<file path="src/rtl/fft_frame_sequencer.sv">
// ---------------------------------------------------------------------------
// fft_frame_sequencer
//
// Feeds a 32-point FFT core from a one-sample-per-cycle complex stream and
// tags the core's result beats with frame framing information.
//
// Samples arriving on in_* are collected into a one-frame buffer (LANES*BEATS
// complex points). When the frame closes, either by its last slot filling or
// by an early in_last, the buffer is replayed to the core as BEATS
// back-to-back beats of LANES packed samples. Lane 0 sits in the most
// significant SAMPLE_W bits of each beat. Slots never written in a frame
// that closed early read as zero.
//
// A FFT_LATENCY-deep shift line runs alongside the core and carries
// {valid, beat index}. It marks the cycles in which the core's output holds a
// result beat, along with the first and last beat of each result frame.
//
// Ports
//   clk1          in   single clock, rising edge
//   rst           in   asynchronous active-low reset
//   in_valid      in   source sample valid
//   in_ready      out  sample accepted when in_valid & in_ready
//   in_real       in   sample real part (signed Q3.4)
//   in_imag       in   sample imag part (signed Q3.4)
//   in_last       in   sample closes the frame early, rest zero-padded
//   fft_real_in   out  packed real beat to the core
//   fft_imag_in   out  packed imag beat to the core
//   fft_beat_vld  out  fft_*_in carries a frame beat this cycle
//   out_valid     out  core output holds a result beat this cycle
//   out_sof       out  first result beat of a frame
//   out_eof       out  last result beat of a frame
//   out_beat_idx  out  result beat index 0..BEATS-1
//   pad_seen      out  sticky: some frame was closed early and zero-padded
//   frame_cnt     out  frames fully issued to the core, wraps at 2^16
// ---------------------------------------------------------------------------
module fft_frame_sequencer #(
    parameter int SAMPLE_W    = 8,
    parameter int LANES       = 4,
    parameter int BEATS       = 8,
    parameter int FFT_LATENCY = 10
) (
    input  logic                        clk1,
    input  logic                        rst,
    input  logic                        in_valid,
    output logic                        in_ready,
    input  logic signed [SAMPLE_W-1:0]  in_real,
    input  logic signed [SAMPLE_W-1:0]  in_imag,
    input  logic                        in_last,
    output logic [LANES*SAMPLE_W-1:0]   fft_real_in,
    output logic [LANES*SAMPLE_W-1:0]   fft_imag_in,
    output logic                        fft_beat_vld,
    output logic                        out_valid,
    output logic                        out_sof,
    output logic                        out_eof,
    output logic [2:0]                  out_beat_idx,
    output logic                        pad_seen,
    output logic [15:0]                 frame_cnt
);

    localparam int POINTS = LANES * BEATS;
    localparam int PTR_W  = $clog2(POINTS);
    localparam int IDX_W  = 3;
    localparam int VEC_W  = LANES * SAMPLE_W;

    localparam logic [PTR_W-1:0] LAST_PTR  = PTR_W'(POINTS - 1);
    localparam logic [IDX_W-1:0] LAST_BEAT = IDX_W'(BEATS - 1);

    typedef enum logic {
        FILL  = 1'b0,
        DRAIN = 1'b1
    } state_t;

    state_t                       state;
    logic [PTR_W-1:0]             ptr;
    logic [IDX_W-1:0]             beat;
    logic signed [SAMPLE_W-1:0]   sample_re [POINTS];
    logic signed [SAMPLE_W-1:0]   sample_im [POINTS];

    logic                         xfer;
    logic                         frame_close;
    logic [IDX_W-1:0]             next_beat;
    logic [VEC_W-1:0]             next_re;
    logic [VEC_W-1:0]             next_im;

    logic                         line_vld [FFT_LATENCY];
    logic [IDX_W-1:0]             line_idx [FFT_LATENCY];

    // Buffer slot holding lane k of beat b.
    function automatic logic [PTR_W-1:0] slot_of(input logic [IDX_W-1:0] b, input int k);
        return PTR_W'(int'(b) * LANES + k);
    endfunction

    assign xfer        = in_valid & in_ready;
    assign frame_close = xfer & (in_last | (ptr == LAST_PTR));

    // Beat to present on the core input after the coming edge: beat 0 when
    // the frame is closing out of FILL, otherwise the beat after the current.
    assign next_beat = (state == FILL) ? '0 : beat + 1'b1;

    // Assemble the next beat from the buffer. The sample being written on
    // the closing edge is not in the buffer yet, so it is bypassed straight
    // into its lane when it belongs to the beat being assembled.
    always_comb begin
        next_re = '0;
        next_im = '0;
        for (int k = 0; k < LANES; k++) begin
            if (xfer && (ptr == slot_of(next_beat, k))) begin
                next_re[VEC_W-1-k*SAMPLE_W -: SAMPLE_W] = in_real;
                next_im[VEC_W-1-k*SAMPLE_W -: SAMPLE_W] = in_imag;
            end else begin
                next_re[VEC_W-1-k*SAMPLE_W -: SAMPLE_W] = sample_re[slot_of(next_beat, k)];
                next_im[VEC_W-1-k*SAMPLE_W -: SAMPLE_W] = sample_im[slot_of(next_beat, k)];
            end
        end
    end

    // Frame FSM: FILL collects samples, DRAIN replays BEATS beats.
    always_ff @(posedge clk1 or negedge rst) begin
        if (!rst) begin
            state        <= FILL;
            in_ready     <= 1'b1;
            ptr          <= '0;
            beat         <= '0;
            fft_real_in  <= '0;
            fft_imag_in  <= '0;
            fft_beat_vld <= 1'b0;
            pad_seen     <= 1'b0;
            frame_cnt    <= '0;
            for (int i = 0; i < POINTS; i++) begin
                sample_re[i] <= '0;
                sample_im[i] <= '0;
            end
        end else if (state == FILL) begin
            if (xfer) begin
                sample_re[ptr] <= in_real;
                sample_im[ptr] <= in_imag;
                ptr            <= ptr + 1'b1;
            end
            // The first beat is registered on the closing edge so the core
            // sees beat 0 in the very first DRAIN cycle.
            if (frame_close) begin
                state        <= DRAIN;
                in_ready     <= 1'b0;
                beat         <= '0;
                fft_real_in  <= next_re;
                fft_imag_in  <= next_im;
                fft_beat_vld <= 1'b1;
                // Closing on the final slot is a full frame, not padding.
                if (in_last && (ptr != LAST_PTR)) begin
                    pad_seen <= 1'b1;
                end
            end
        end else begin
            if (beat == LAST_BEAT) begin
                // The buffer is zeroed here so an early-closed next frame
                // finds zeros in every slot it does not write.
                state        <= FILL;
                in_ready     <= 1'b1;
                ptr          <= '0;
                fft_real_in  <= '0;
                fft_imag_in  <= '0;
                fft_beat_vld <= 1'b0;
                frame_cnt    <= frame_cnt + 1'b1;
                for (int i = 0; i < POINTS; i++) begin
                    sample_re[i] <= '0;
                    sample_im[i] <= '0;
                end
            end else begin
                beat        <= beat + 1'b1;
                fft_real_in <= next_re;
                fft_imag_in <= next_im;
            end
        end
    end

    // Tag line mirroring the core latency; idle slots carry index 0 so the
    // index output reads zero whenever no result beat is present.
    always_ff @(posedge clk1 or negedge rst) begin
        if (!rst) begin
            for (int i = 0; i < FFT_LATENCY; i++) begin
                line_vld[i] <= 1'b0;
                line_idx[i] <= '0;
            end
        end else begin
            line_vld[0] <= fft_beat_vld;
            line_idx[0] <= fft_beat_vld ? beat : '0;
            for (int i = 1; i < FFT_LATENCY; i++) begin
                line_vld[i] <= line_vld[i-1];
                line_idx[i] <= line_idx[i-1];
            end
        end
    end

    assign out_valid    = line_vld[FFT_LATENCY-1];
    assign out_beat_idx = line_idx[FFT_LATENCY-1];
    assign out_sof      = out_valid & (out_beat_idx == '0);
    assign out_eof      = out_valid & (out_beat_idx == LAST_BEAT);

endmodule

</file>
<file path="config.mk">
export PLATFORM = sky130hd
export DESIGN_NAME = fft_frame_sequencer
export DESIGN_NICKNAME = d
export VERILOG_FILES = /design/src/rtl/fft_frame_sequencer.sv
export SDC_FILE = /design/constraint.sdc
export NUM_CORES = 1
export LEC_CHECK = 0
export ABC_AREA = 0
export ABC_CLOCK_PERIOD_IN_PS = 6260
export CAP_MARGIN = 10
export CORE_MARGIN = 2
export CORE_UTILIZATION = 50
export CTS_CLUSTER_DIAMETER = 60
export DETAILED_ROUTE_END_ITERATION = 10
export DONT_BUFFER_PORTS = 1
export SKIP_CTS_REPAIR_TIMING = 1
export SYNTH_ARGS = -nofsm -noshare
export SYNTH_HDL_FRONTEND = slang
export SYNTH_SLANG_ARGS = --single-unit
</file>
<file path="constraint.sdc">
create_clock -name clk1 -period 6.26 [get_ports clk1]
set_clock_uncertainty 0.15 [all_clocks]
set_input_delay 0.626 -clock clk1 [delete_from_list [all_inputs] [get_ports clk1]]
set_output_delay 0.626 -clock clk1 [all_outputs]
set_load 0.02 [all_outputs]
</file>
; ---- Word level (Yosys, flattened, before mapping)
; Index checks and enable logic that the tools add are counted.
[op_classes]
muxes = 64
magnitude_cmp = 6
bitwise_logic = 11
reduce_logical = 14
eq_ne = 10
addsub = 6
[ops]
columns = op, count
row1 = $mux W256, 5
row2 = $bwmux W256, 2
row3 = $bmux W8 S5, 8
row4 = $mux W8, 25
row5 = $mux W32, 6
row6 = $demux W8 S5, 1
row7 = $ge A6 B6 Y1 const B, 5
row8 = $not A5 Y6, 5
row9 = $eq A5 B5 Y1, 4
row10 = $add A16 B1 Y16 const B, 1
row11 = $mux W3, 5
row12 = $mux W5, 3
row13 = $add A5 B1 Y5 const B, 2
row14 = $add A5 B2 Y5 const B, 2
row15 = $mux W1, 9
row16 = $reduce_and A2 Y1, 4
row17 = $eq A3 B3 Y1 const B, 2
row18 = $logic_and A1 B1 Y1, 6
row19 = $lt A6 B1 Y1 const B, 1
row20 = $eq A5 B5 Y1 const B, 1
row21 = $ne A5 B5 Y1 const B, 1
row22 = $and A1 B1 Y1, 4
row23 = $reduce_bool A2 Y1, 2
row24 = $add A3 B1 Y3 const B, 1
row25 = 6 further kinds, 6
[totals]
wordCells = 204
input_bits = 20
output_inout_bits = 89
reg_bits = 644

; ---- Logic depth before layout (Yosys ltp)
; Gate-level depths: netlist of the first run.
[logic_depth]
word_depth = 10
mapped_depth = 11

; ---- Least setup slack after synthesis of the first run
; Ideal clock, no wire load.
[synth_timing]
path_kind = register -> register
startpoint = register beat[1]
endpoint = register fft_real_in[30]
period_less_slack_ps = 2414
setup_slack_ps = 3846
arrival_ps = 2131
setup_time_ps = 133
path_stages_with_launch = 11
required_time_ps = 5977
path_cell_list = dfrtp_1 -> ha_1 -> ha_1 -> clkbuf_1 -> and3_1 -> clkbuf_1 -> clkbuf_1 -> a22oi_1 -> o211a_1 -> mux2i_1 -> o21ai_0
[synth_between]
elab_chain_cells = 9
[synth_lines]
columns = element, line
row1 = "start, declared", 75  ; logic [IDX_W-1:0] beat;
row2 = "start signal, assigned", 169  ; beat <= beat + 1'b1;
row3 = $add A3 B1 Y3, 98  ; assign next_beat = (state == FILL) ? '0 : beat + 1'b1;
row4 = $mux W3, 98
row5 = $not A5 Y6 (not written as such), 111  ; next_re[VEC_W-1-k*SAMPLE_W -: SAMPLE_W] = sample_re[slot_of(next_beat, k)];
row6 = $bmux W8 S5, 111
row7 = $mux W8 (not written as such) (2 in series), 111
row8 = $mux W8, 107  ; if (xfer && (ptr == slot_of(next_beat, k))) begin
row9 = "$mux W32, on equally long branches", "141, 154"
row10 = $mux W32 (*), 133  ; end else if (state == FILL) begin
row11 = "end signal, assigned", 145  ; fft_real_in <= next_re;
row12 = "end signal, assigned", 170  ; fft_real_in <= next_re;
row13 = "end, declared", 49  ; output logic [LANES*SAMPLE_W-1:0] fft_real_in,
; Mark *: on every way between the ends. The rest lies on a longest branch, timed or not. The select of a mux whose other input is x is not followed.
; A chain may end at the register's enable or synchronous reset.

; ---- Worst setup path after layout of the first run
[layout_timing]
startpoint = register beat[0]
endpoint = register sample_re[163] in the netlist's numbering
[layout_between]
elab_chain_cells = 3
[layout_lines]
columns = element, line
row1 = $eq A3 B3 Y1, 154  ; if (beat == LAST_BEAT) begin
row2 = $ne A2 B1 Y1 (no line), -
row3 = $reduce_and A2 Y1 (no line), -
row4 = "end signal, assigned by index", 135  ; sample_re[ptr] <= in_real;
row5 = "end, declared", 76  ; logic signed [SAMPLE_W-1:0] sample_re [POINTS];
; Every way passes these cells.

==> results of run 1 <==
## through the flow
step                      instances  setup WS [ns]  instance area [um2]
final                          3714           2.19                33000
after global routing           3714           1.90                33000
after CTS                      3713           2.21                33000
after detailed placement       3590           2.22                30600
after global placement         3590           2.32                30600
after floorplan                3080           3.85                30400
## cell usage after synthesis (5+ instances only)
cell type / n
nand2_1: 86
nand2b_1: 18
dfrtp_1: 643
mux2i_1: 253
o21ai_0: 575
xor2_1: 7
clkbuf_1: 263
nor4b_1: 64
a21oi_1: 67
a22oi_1: 64
buf_1: 30
nor2_1: 78
and3b_1: 5
xnor2_1: 12
nor3_1: 62
inv_1: 6
and2_1: 5
nand4_1: 5
ha_1: 8
o211a_1: 60
nand3_1: 552
buf_6: 5
nor3b_1: 124
buf_4: 12
buf_2: 36
## flip-flops by register name, indices dropped and copies added, names as in the netlist, 3 cells and up
signal        cells
sample_im       256
sample_re       256
fft_imag_in      32
fft_real_in      32
line_idx         27
frame_cnt        16
line_vld          9
ptr               5
beat              3
out_beat_idx      3
## worst reg2reg max path: cells and delay by family (launching register included)
family,cells,cell delay (ns)
simple gates,2,0.91
buf+inv,2,1.91
compound gates,1,0.12
fa+ha+maj,2,0.39
flops,1,0.50
## area by class of cell
cell class	count	area [um2]
Sequential cell	644	16100
Tap cell	782	978
Clock inverter	19	274
Inverter	6	22.5
Multi-Input combinational cell	2084	12900
Fill cell	5266	27200
Timing Repair Buffer	75	616
Clock buffer	104	2090
## power by group through the flow
| stage | Sequential (mW) | Combinational (mW) | Clock [mW] |
|---|---|---|---|
| 4_1_cts | 5.61 | 6.48 | 4.35 |
| 3_5_place_dp | 5.68 | 6.46 | 0 |
| 6_report | 5.61 | 6.55 | 4.27 |
| 2_1_floorplan | 5.42 | 4.60 | 0 |
| 5_1_grt | 5.69 | 7.04 | 4.52 |
| 3_3_place_gp | 5.65 | 6.34 | 0 |
## final timing paths
check	start	slack [ns]	end
max	beat[0]	2.19	sample_re[163]
min	rst	-0.42	frame_cnt[11]
max reg2reg	beat[0]	2.19	sample_re[163]
min reg2reg	line_vld[6]	0.19	line_vld[5]
max in group asynchronous	rst	4.76	sample_re[206]
min in group clk1	in_last	0.03	pad_seen
## cell families (layout without fill, tap and decap cells)
logic type / after synthesis / count (layout)
AO/OA/AOI/OAI: 790 / 790
adder cells (fa/ha/maj): 8 / 8
flip-flops: 644 / 644
multiplexers: 255 / 255
buffers and inverters: 352 / 204
XOR/XNOR: 19 / 19
AND/OR/NAND/NOR: 1012 / 1012
## per-layer routing
metal  up-vias  share of wire, %  wire length [um]  track usage (%)
met4         0               2.4              2080             7.96
met3       133               5.6              4860             3.86
met1     11800                45             38900             39.2
met5         -                 0                 0                0
met2       696                48             41600             45.0
li1      10700                 -                 -                -
==> summary.txt, run 1 <==
Height of the die -> 251 um
H-tree levels -> 3
Post-synth ARST share -> 100%
Flop pwr share -> 34.1%
VDD IR-drop max -> 436 uV
Post-DRT Antenna Nets -> 0
Period minus WS final -> 4.07 ns
Synth Warn # -> 0
Worst hold path class -> in -> async
GR Util All Layers -> 27.8%
Worst Setup End Kind -> register
Period Utilization, post-route -> 65.0%
Clk buf depth -> 3
Synth-to-Final Area Change -> 8.60%
First-pass GRT wire length -> 136 mm
#FFs+latches synth -> 644
Switching share of power -> 40.6%
Worst-path clk slew -> 0.06 ns
Violated checks -> hold timing, slew limit
# rows -> 90
Status -> complete, but fails checks
Synth Net Count -> 3,108
CP required -> 6.62 ns
Xor and xnor area share after synthesis -> 0.547%
Core ar. -> 0.0602 mm2
Average size of a mapped cell -> 9.87 um2
Post-layout util -> 54.8%
Post-synth EDFFs -> 0
Initial antenna violation count -> 0
Io pins -> 109
Arrival time at the worst endpoint -> 4.43 ns
Cell family with most CP delay -> buffers and inverters
# port buffers -> 0
Root Buffer -> clkbuf_16
Sw power -> 6.68 mW
Int Pwr -> 9.76 mW
Rel. slew slack -> -36.1%
Register area share after synthesis -> 53.0%
Crit path buf inv count -> 2
Final setup fails -> 0
Synth area leader -> dfrtp_1
Top FF cell, synth -> dfrtp_1
Synth Area in Simple Gates -> 18.1%
Critical path class -> reg -> reg
Routed vias/inst -> 6.29
R2R depth -> 7
Crit Path Max Fanout -> 106
Number of global-route vias before repair -> 22,500
TritonCTS buffer count -> 71
CP startpoint kind -> register
Most used cell, CP -> buf_4
Mapped Cells -> 3,080
HPWL after DPL -> 50.3 mm
Number of cells on the critical path -> 7
Synth area leaders -> dfrtp_1, o21ai_0, nand3_1, mux2i_1, clkbuf_1
Die width -> 251 um
Max Cap Viol -> 0
Unique masters post-synth -> 48
Die Footprint -> 0.0628 mm2
Share of cells above drive strength 1 -> 7.13%
Final WL -> 87.4 mm
Fmax -> 0.246 GHz
Part of the power in the clock network -> 26.0%
Setup TNS -> 0 ns
RSZ-0062 raised after global routing -> no
Post-synth top area share -> 52.9%
Largest family of logic cells by synthesized area -> simple AND/OR/NAND/NOR gates
Commonest non-fill, non-tap cell in the layout -> dfrtp_1
Max Transition Viols Final -> 289
DRC marker count from the first detailed-route iteration -> 2,612
Area fraction in compound gates after synthesis -> 14.9%
Residual DRC -> 0
Max stage delay on crit path -> 0.97 ns
CTS tree -> yes
Comb power frac -> 39.9%
PD cells -> 498 mW/mm2
Clk_lat worst skew -> 0.60 ns
Cell Chain, Critical Path -> ha_4 -> ha_2 -> nand2_4 -> buf_4 -> buf_4 -> nand3_1 -> o21ai_0
Final hold vios -> 523
Largest net degree at the start of global routing -> 645
Starting density of the core -> 50.5%
Ant diodes -> 0
Post-Synth Adder-Cell Area -> 0.329%
Slew of the pin with the lowest slew margin -> 2.04 ns
Pleak -> 14.8 nW
First-pass DRT Iterations -> 5
Synth Cell Area -> 0.0304 mm2
Total grt overflow -> 0
Worst-path cell with the longest stage delay -> buf_4
Hold Slack -> -0.419 ns
Final nets -> 2,910
DR vias -> 23,400
Clk sinks -> 644
Most frequent cells in the layout -> dfrtp_1, o21ai_0, nand3_1, mux2i_1, nor3b_1
Final estimated routing congestion in global placement -> 0.826
Tot Pwr -> 16.4 mW
WL/cell -> 23.5 um
Post-synthesis mux area share -> 8.40%
Power figures use the tool's default switching activity.
==> inputs of run 2 (changes only) <==
--- a/config.mk
+++ b/config.mk
@@ -5,14 +5,15 @@
 export SDC_FILE = /design/constraint.sdc
 export NUM_CORES = 1
 export LEC_CHECK = 0
-export ABC_AREA = 0
-export ABC_CLOCK_PERIOD_IN_PS = 6260
+export ABC_AREA = 1
+export ABC_CLOCK_PERIOD_IN_PS = 3300
 export CAP_MARGIN = 10
 export CORE_MARGIN = 2
 export CORE_UTILIZATION = 50
 export CTS_CLUSTER_DIAMETER = 60
 export DETAILED_ROUTE_END_ITERATION = 10
 export DONT_BUFFER_PORTS = 1
+export PLACE_DENSITY = 0.68
 export SKIP_CTS_REPAIR_TIMING = 1
 export SYNTH_ARGS = -nofsm -noshare
 export SYNTH_HDL_FRONTEND = slang
==> constraint.sdc (replaced) <==
create_clock -name clk1 -period 3.3 [get_ports clk1]
set_clock_uncertainty 0.15 [all_clocks]
set_input_delay 0.33 -clock clk1 [delete_from_list [all_inputs] [get_ports clk1]]
set_output_delay 0.33 -clock clk1 [all_outputs]
set_load 0.02 [all_outputs]
==> summary.txt, run 2 <==
Average size of a mapped cell -> 8.38 um2 (was 9.87 um2)
Largest regs -> sample_im (256), sample_re (256) (unchanged)
Commonest non-fill, non-tap cell in the layout -> nand2_1 (was dfrtp_1)
Period Utilization, post-route -> 86.7% (was 65.0%)
Starting density of the core -> 50.3% (was 50.5%)
Total grt overflow -> 0 (unchanged)
Arrival time at the worst endpoint -> 3.22 ns (was 4.43 ns)
Hold Slack -> -0.735 ns (was -0.419 ns)
Root Buffer -> clkbuf_16 (unchanged)
RSZ-0062 raised after global routing -> no (unchanged)
Violated checks -> hold timing, slew limit (unchanged)
Tot Pwr -> 33.5 mW (was 16.4 mW)
CTS tree -> yes (unchanged)
#FFs+latches synth -> 644 (unchanged)
Filler cell count -> 5,177 (was 5,266)
Post-layout util -> 55.6% (was 54.8%)
Synth-to-Final Area Change -> 10.5% (was 8.60%)
Fmax -> 0.349 GHz (was 0.246 GHz)
Post-DRT Antenna Nets -> 0 (unchanged)
Post-synth EDFFs -> 0 (unchanged)
Clk buf depth -> 3 (unchanged)
Status -> complete, but fails checks (unchanged)
H-tree levels -> 3 (unchanged)
Clk sinks -> 644 (unchanged)
Flop-to-flop setup slack -> 0.44 ns (was 2.19 ns)
Register area share after synthesis -> 54.5% (was 53.0%)
Most frequent cells in the layout -> nand2_1, dfrtp_1, inv_1, o22ai_1, nand3_1 (was dfrtp_1, o21ai_0, nand3_1, mux2i_1, nor3b_1)
Worst r2r src -> beat[0] (unchanged)
Most common cell in the synthesized netlist -> nand2_1 (was dfrtp_1)
Pleak -> 15.2 nW (was 14.8 nW)
Slew of the pin with the lowest slew margin -> 3.07 ns (was 2.04 ns)
Synth Cell Area -> 0.0296 mm2 (was 0.0304 mm2)
GR Util All Layers -> 29.0% (was 27.8%)
CP startpoint kind -> register (unchanged)
Critical path class -> reg -> reg (unchanged)
Die width -> 247 um (was 251 um)
Unique masters post-synth -> 34 (was 48)
Final nets -> 3,480 (was 2,910)
Area fraction in compound gates after synthesis -> 15.5% (was 14.9%)
# port buffers -> 0 (unchanged)
Height of the die -> 247 um (was 251 um)
PD cells -> 1020 mW/mm2 (was 498 mW/mm2)
Pre-CTS WS -> 0.501 ns (was 2.22 ns)
Worst Slack Setup Final -> 0.439 ns (was 2.19 ns)
Post-synth ARST share -> 100% (unchanged)
Top FF cell, synth -> dfrtp_1 (unchanged)
Multi-input gate area -> 0.00997 mm2 (was 0.0129 mm2)
End of the worst register-to-register path -> fft_imag_in[31] (was sample_re[163])
Number of global-route vias before repair -> 23,000 (was 22,500)
First-pass DRT Iterations -> 6 (was 5)
Post-synth top area share -> 54.4% (was 52.9%)
Ant diodes -> 0 (unchanged)
Largest net degree at the start of global routing -> 645 (unchanged)
Residual DRC -> 0 (unchanged)
R2R depth -> 12 (was 7)
Mapped Cells -> 3,530 (was 3,080)
Period minus WS final -> 2.86 ns (was 4.07 ns)
First-pass GRT wire length -> 138 mm (was 136 mm)
Io pins -> 109 (unchanged)
Worst hold path class -> in -> async (unchanged)
Final setup fails -> 0 (unchanged)
Synth area leaders -> dfrtp_1, nand2_1, o22ai_1, inv_1, nand3_1 (was dfrtp_1, o21ai_0, nand3_1, mux2i_1, clkbuf_1)
Initial antenna violation count -> 0 (unchanged)
DRC marker count from the first detailed-route iteration -> 2,833 (was 2,612)
Final WL -> 89.4 mm (was 87.4 mm)
Setup TNS -> 0 ns (unchanged)
Post-synthesis mux area share -> 0% (was 8.40%)
Synth Area in Simple Gates -> 17.4% (was 18.1%)
Share of cells above drive strength 1 -> 8.27% (was 7.13%)
Xor and xnor area share after synthesis -> 0.385% (was 0.547%)
Max Transition Viols Final -> 595 (was 289)
# rows -> 89 (was 90)
VDD IR-drop max -> 1010 uV (was 436 uV)
Final estimated routing congestion in global placement -> 0.928 (was 0.826)
Rel. slew slack -> -104% (was -36.1%)
Routed vias/inst -> 5.73 (was 6.29)
Worst Setup End Kind -> register (unchanged)
Worst-path clk slew -> 0.06 ns (about the same)
Clk_lat worst skew -> 0.62 ns (was 0.60 ns)
DR vias -> 24,500 (was 23,400)
Final hold vios -> 643 (was 523)
Crit Path Max Fanout -> 37 (was 106)
Largest family of logic cells by synthesized area -> simple AND/OR/NAND/NOR gates (unchanged)
Synth area leader -> dfrtp_1 (unchanged)
Die Footprint -> 0.0611 mm2 (was 0.0628 mm2)
CP required -> 3.66 ns (was 6.62 ns)
Synth Warn # -> 0 (unchanged)
HPWL after DPL -> 53.3 mm (was 50.3 mm)
WL/cell -> 20.9 um (was 23.5 um)
TritonCTS buffer count -> 71 (unchanged)
Post-Synth Adder-Cell Area -> 0.338% (was 0.329%)
Max Cap Viol -> 0 (unchanged)
Synth cell count leaders -> nand2_1, dfrtp_1, inv_1 (was dfrtp_1, o21ai_0, nand3_1)
Seq. cell area -> 0.0161 mm2 (about the same)
Synth Net Count -> 3,558 (was 3,108)
Core ar. -> 0.0588 mm2 (was 0.0602 mm2)
-- run 2: changes by cell type after synthesis, sizes merged, moves of 60 or more --
cell / delta
nand2: +820
inv: +620
o22ai: +511
o21ai: -411
nand3: -273
mux2i: -253
clkbuf: -141
nor3b: -124
a22oi: -64
nor4b: -64
nor3: -60
o211a: -60
-- run 2: final cells by class --
class	instances	share of cell area, %
Clock buffer	106	6.32
Clock inverter	20	0.983
Inverter	627	7.20
Multi-Input combinational cell	2009	30.5
Sequential cell	644	49.3
Tap cell	773	2.96
Timing Repair Buffer	99	2.75
-- run 2: how the worst max path moves through the flow --
stage	start	endpoint	depth (start not counted)
after floorplan	ptr[0]	fft_imag_in[25]	14
after global placement	beat[0]	fft_imag_in[22]	12
after detailed placement	beat[0]	fft_imag_in[22]	12
after CTS	beat[0]	fft_imag_in[31]	12
after global routing	beat[0]	fft_imag_in[25]	11
final	beat[0]	fft_imag_in[31]	12
-- run 2: kinds of logic after synthesis --
group	Yosys count
buffers and inverters	877
adders and majority gates	8
xor gates and xnor gates	13
and+or+nand+nor	1241
AOI/OAI and AO/OA	747
DFF	644
-- run 2: layer usage --
layer,global-route usage [%],share of wire (%)
met2,42.8,44
met3,5.56,9.3
met5,0,0
met1,42.4,43
met4,10.7,3.4
-- run 2: per-stage QoR --
step / instance area [um2] / hold WS, ns / cells
2_1_floorplan: 29600 / -0.116 / 3530
6_report: 32700 / -0.735 / 4278
5_1_grt: 32700 / -0.765 / 4278
3_5_place_dp: 30100 / -0.108 / 4135
3_3_place_gp: 30100 / -0.106 / 4135
4_1_cts: 32500 / -0.767 / 4261
-- run 2: power by group --
| part | switching, mW | internal, mW | total [mW] |
|---|---|---|---|
| Clock | 3.35 | 4.71 | 8.05 |
| Combinational | 10.1 | 4.12 | 14.2 |
| Sequential | 1.51 | 9.66 | 11.2 |
-- run 2: worst max-delay path, cell delays in order (launching register included) --
cell and delay [ns]:
dfrtp_4 0.50, ha_1 0.21, ha_1 0.39, nand2_8 0.24, inv_2 0.16, buf_4 0.40, nand3_1 0.18, nand2_1 0.10
nand2_1 0.10, nand2_1 0.08, nand2_1 0.07, nand2_1 0.10, nand2_1 0.05
